## src/rtl/soc_system_button_pkg.sv

```systemverilog
// Shared types and helpers for the push-button conditioning block.
package soc_system_button_pkg;

  typedef enum logic {
    STABLE   = 1'b0,
    COUNTING = 1'b1
  } dbnc_state_t;

  localparam int DEBOUNCE_CYCLES_50MHZ_20MS = 1000000;

  // Bits needed to hold 0..v-1; never less than 1.
  function automatic int clog2(input int unsigned v);
    int r;
    r = 1;
    for (int i = 1; i < 32; i++) begin
      if ((32'd1 << i) < v) r = i + 1;
    end
    return r;
  endfunction

endpackage

```

## src/rtl/soc_system_button_debounce_chan.sv

```systemverilog
// One button channel: 2-FF synchroniser, polarity fix-up, counter debounce
// and registered press/release pulses.
module soc_system_button_debounce_chan
  import soc_system_button_pkg::*;
#(
  parameter int DEBOUNCE_CYCLES = DEBOUNCE_CYCLES_50MHZ_20MS,
  parameter bit INVERT          = 1'b1
) (
  input  logic clk,
  input  logic reset,
  input  logic button_raw,
  output logic btn_level,
  output logic btn_press,
  output logic btn_release
);

  localparam int               CNT_W   = clog2(DEBOUNCE_CYCLES);
  localparam logic [CNT_W-1:0] CNT_MAX = CNT_W'(DEBOUNCE_CYCLES - 1);
  localparam logic             REL_PIN = INVERT;

  generate
    if (DEBOUNCE_CYCLES < 2) begin : g_bad_cfg
      $error("soc_system_button_debounce_chan: DEBOUNCE_CYCLES must be >= 2");
    end
  endgenerate

  logic             sync1_q, sync2_q;
  logic             level_q, level_d;
  logic             press_q, press_d;
  logic             release_q, release_d;
  logic [CNT_W-1:0] cnt_q, cnt_d;
  dbnc_state_t      state_q, state_d;
  logic             s;

  assign s = sync2_q ^ INVERT;

  always_comb begin
    level_d   = level_q;
    cnt_d     = cnt_q;
    state_d   = state_q;
    press_d   = 1'b0;
    release_d = 1'b0;
    if (s == level_q) begin
      // Any disagreement shorter than the window is dropped here.
      cnt_d   = '0;
      state_d = STABLE;
    end else if (cnt_q == CNT_MAX) begin
      level_d   = s;
      cnt_d     = '0;
      state_d   = STABLE;
      press_d   = s;
      release_d = ~s;
    end else begin
      cnt_d   = cnt_q + CNT_W'(1);
      state_d = COUNTING;
    end
  end

  always_ff @(posedge clk) begin
    if (reset) begin
      sync1_q   <= REL_PIN;
      sync2_q   <= REL_PIN;
      level_q   <= 1'b0;
      press_q   <= 1'b0;
      release_q <= 1'b0;
      cnt_q     <= '0;
      state_q   <= STABLE;
    end else begin
      sync1_q   <= button_raw;
      sync2_q   <= sync1_q;
      level_q   <= level_d;
      press_q   <= press_d;
      release_q <= release_d;
      cnt_q     <= cnt_d;
      state_q   <= state_d;
    end
  end

  assign btn_level   = level_q;
  assign btn_press   = press_q;
  assign btn_release = release_q;

endmodule

```

## src/rtl/soc_system_button_debounce.sv

```systemverilog
// Board push-button conditioning ahead of the button PIO; one independent
// channel instance per pin.
module soc_system_button_debounce
  import soc_system_button_pkg::*;
#(
  parameter int WIDTH           = 2,
  parameter int DEBOUNCE_CYCLES = DEBOUNCE_CYCLES_50MHZ_20MS,
  parameter bit INVERT          = 1'b1
) (
  input  logic             clk,
  input  logic             reset,
  input  logic [WIDTH-1:0] button_raw,
  output logic [WIDTH-1:0] btn_level,
  output logic [WIDTH-1:0] btn_press,
  output logic [WIDTH-1:0] btn_release
);

  for (genvar i = 0; i < WIDTH; i++) begin : g_ch
    soc_system_button_debounce_chan #(
      .DEBOUNCE_CYCLES(DEBOUNCE_CYCLES),
      .INVERT         (INVERT)
    ) u_chan (
      .clk        (clk),
      .reset      (reset),
      .button_raw (button_raw[i]),
      .btn_level  (btn_level[i]),
      .btn_press  (btn_press[i]),
      .btn_release(btn_release[i])
    );
  end

endmodule

```

## config.mk

```make
export PLATFORM = sky130hd
export DESIGN_NAME = soc_system_button_debounce
export DESIGN_NICKNAME = d
export VERILOG_FILES = /design/src/rtl/soc_system_button_pkg.sv /design/src/rtl/soc_system_button_debounce_chan.sv /design/src/rtl/soc_system_button_debounce.sv
export SDC_FILE = /design/constraint.sdc
export NUM_CORES = 1
export LEC_CHECK = 0
export ABC_AREA = 1
export CAP_MARGIN = 20
export CORE_MARGIN = 2
export CORE_UTILIZATION = 29
export DETAILED_ROUTE_END_ITERATION = 7
export GPL_ROUTABILITY_DRIVEN = 0
export PLACE_DENSITY_LB_ADDON = 0.12
export SLEW_MARGIN = 20
export SYNTH_ARGS = -nofsm -noshare
export SYNTH_HDL_FRONTEND = slang
export SYNTH_HIERARCHICAL = 1
export SYNTH_SLANG_ARGS = --single-unit
```

## constraint.sdc

```tcl
create_clock -name clk -period 1.2 [get_ports clk]
set_input_delay 0.12 -clock clk [delete_from_list [all_inputs] [get_ports clk]]
set_output_delay 0.12 -clock clk [all_outputs]
set_load 0.05 [all_outputs]
```

==> out/results.ini <==
[clocking]
clock_sinks=50
clockRootBuffer=clkbuf_8
h-tree-depth=2
cts_buffers=5
clk_pin_slew_ns=0.10
clock_path_buffers=2
cts_hold_buf=0
clk_latency_ns=0.30
cts_tree=yes

[grt]
grt_antenna_before_repair=0
top_usage_layer=met2
grtUsageMet3_pct=2.66
grt_max_degree=20
grt_pass1_wl_mm=10.9
grt_util_met2_pct=25.3
met1_usage_pct=16.8
grt_overflow=0
grt_usage_pct=13.9
grt_pass1_vias=2415

[critical_path]
critical_path_class=reg -> reg
cp_data_required_time_ns=1.40
start_kind=flop
rrSetupSlack_ns=-0.14
end_kind=flop
worstPathMaxFanout=5
critical_path_arrival_ns=1.54

[final_layout]
final_cells=557
final_nets=454
drive_above_1_share_pct=45.2
syn_to_final_growth_pct=51.2
multi_input_area_mm2=0.00164
seqCellArea_mm2=0.00104
design_area_mm2=0.00385
fill_cells=876
num_antenna_cells=0

[timing]
setup_violations=44
setup_ws_ns=-0.136
timing.final.crit_period_ns=1.34
worst_hold_slack_ns=0.372
max-slew-margin-rel_pct=80.4
clock.fmax_mhz=749
tns_ns=-2.96
worstMarginPinSlew_ns=0.294
maxSlewViolCount=0
grt_setup_unrepaired=true
hold_viol=0
worst_clock_skew_ns=0.0101
post-route-period-util_pct=111

[yosys]
synth.area.top_cells=dfxtp_1, nand2_1, nor2_1
seq_area_frac_synth_pct=39.3
syn-instance-count=359
avgSynthCellArea_um2=7.09
syn-cell-area_mm2=0.00254
synth.most_common_cell=nand2_1
synth_edf_count=0
yosysWarnings=6
ys.flop_type=dfxtp_1
yosysUniqueCellTypes=29
async_flop_share_pct=0
syn-num-nets=365
ys_ff_latch=50
synth_top_area_cell=dfxtp_1
netlist.area_leader.share_pct=39.3
ys_top_cells_by_count=nand2_1, nor2_1, dfxtp_1, inv_1, nor2_2

[power]
pwr-share-clk_pct=41.8
net-switching-power_w=0.000663
power_switching_share_pct=22.1
p_leak_nw=1.37
comb_power_share_pct=2.7
ir_drop_v=0.000494
power.total_w=0.00300
power_density_mw_per_mm2=779
p_int_w=0.00233
sequentialPowerShare_pct=55.5

[route]
first_pass_iters=4
viasPerCell=4.44
wl_per_cell_um=11.5
drc_errors=0
drtAntennaViolNets=0
drt_iter0_markers=39
drt-total-wl_mm=6.40
routed-via-count=2473

[floorplan]
dieWidth_um=97.7
io_pins=10
die_h_um=97.7
start_util_pct=29.5
die_area_mm2=0.00954
rows=34
core_area_mm2=0.00864

[placement]
placed_area_mm2=0.00331
io_buffers=9
dp_hpwl_mm=4.57
dp_cells=538

[hold_path]
min_path_type=in -> reg

[status]
status=finished with violations
failed_checks=negative setup slack

[flow_run]
max_cap_viol_count=0

cell families (layout without fill, tap and decap cells):
kind of cell | count (synthesis) | count (layout) | share of synthesized area (%)
AND/OR/NAND/NOR | 223 | 226 | 41.7
flip-flops | 50 | 50 | 39.3
buffers and inverters | 44 | 131 | 7.82
AO/OA/AOI/OAI | 29 | 29 | 6.39
XOR/XNOR | 11 | 11 | 3.79
adder cells (fa/ha/maj) | 2 | 2 | 0.983
worst max-delay path, cell delays in order (launching register included):
cell	delay (ns)
dfxtp_4	0.38
ha_4	0.14
nand2_4	0.05
inv_4	0.06
nand2_4	0.06
nor2_4	0.10
nand3_4	0.14
buf_12	0.18
nand2_8	0.08
nor2_2	0.05
power by group through the flow:
stage	registers, W	logic, W	clock network [W]
5_1_grt	0.00167	0.0000884	0.00138
2_1_floorplan	0.00171	0.0000364	0
3_3_place_gp	0.00171	0.0000592	0
6_report	0.00166	0.0000808	0.00125
3_5_place_dp	0.00171	0.0000599	0
4_1_cts	0.00167	0.0000685	0.00132
cell usage in the layout, fill, tap and decap left out, types with 3 or more instances in the layout:
cell,netlist,routed
nor2_2,27,31
nand3_4,0,4
nand2_8,0,4
clkdlybuf4s50_1,0,3
nor2_4,2,8
dfxtp_2,0,23
inv_1,38,36
xnor2_1,5,5
or2_0,3,3
a21oi_1,17,11
clkbuf_8,0,5
o21bai_1,4,4
nand2_2,9,11
or2_2,4,4
nand2_1,87,80
a21oi_2,2,7
nand4_1,12,12
xor2_1,6,6
buf_6,0,5
nand2_4,2,6
nor3_2,0,3
dfxtp_1,50,23
nor2_1,51,41
nand3_1,15,12
o21ai_0,5,4
buf_12,2,9
buf_4,0,64
dfxtp_4,0,4
metrics by stage:
| stage | util, % | setup slack (ns) |
|---|---|---|
| 6_report | 44.6 | -0.136 |
| 5_1_grt | 44.6 | -0.191 |
| 4_1_cts | 41.8 | -0.124 |
| 3_5_place_dp | 38.3 | -0.272 |
| 3_3_place_gp | 38.3 | -0.223 |
| 2_1_floorplan | - | -0.0643 |
final cells by class:
class                   instances  share of cell area, %
multi-input cells             268                   42.5
flip-flops and latches         50                   27.2
repair buffers                 81                   19.4
inverters                      42                   4.36
well taps                     108                   3.51
clock buffers                   5                   1.79
clock inverters                 3                   1.27
registers in the layout, summed over array words and instances (netlist names):
signal,flops
g_ch.u_chan/btn_level,2
g_ch.u_chan/btn_press,2
g_ch.u_chan/btn_release,2
g_ch.u_chan/cnt_q,40
g_ch.u_chan/sync1_q,2
g_ch.u_chan/sync2_q,2
final timing paths:
path                            from                      end  cells after the start
max          g_ch[0].u_chan/cnt_q[1]  g_ch[0].u_chan/cnt_q[6]                      9
min                    button_raw[1]   g_ch[1].u_chan/sync1_q                      2
max reg2reg  g_ch[0].u_chan/cnt_q[1]  g_ch[0].u_chan/cnt_q[6]                      9
min reg2reg   g_ch[1].u_chan/sync1_q   g_ch[1].u_chan/sync2_q                      1
metal layers:
layer / wire length (um) / part of all wire [%] / vias to the layer above
li1: - / - / 1310
met2: 3200 / 50 / 21
met4: 65 / 1.0 / 0
met1: 3000 / 47 / 1138
met5: 0 / 0 / -
met3: 129 / 2.0 / 4
timing repair:
| action | in CTS | in global routing |
|---|---|---|
| pin swaps | 5 | 10 |
| resized for setup | 39 | 46 |
| gates cloned | 1 | 2 |
| endpoints found under the setup margin | 43 | 46 |
| buffers inserted | 4 | 4 |
Power figures use the tool's default switching activity.
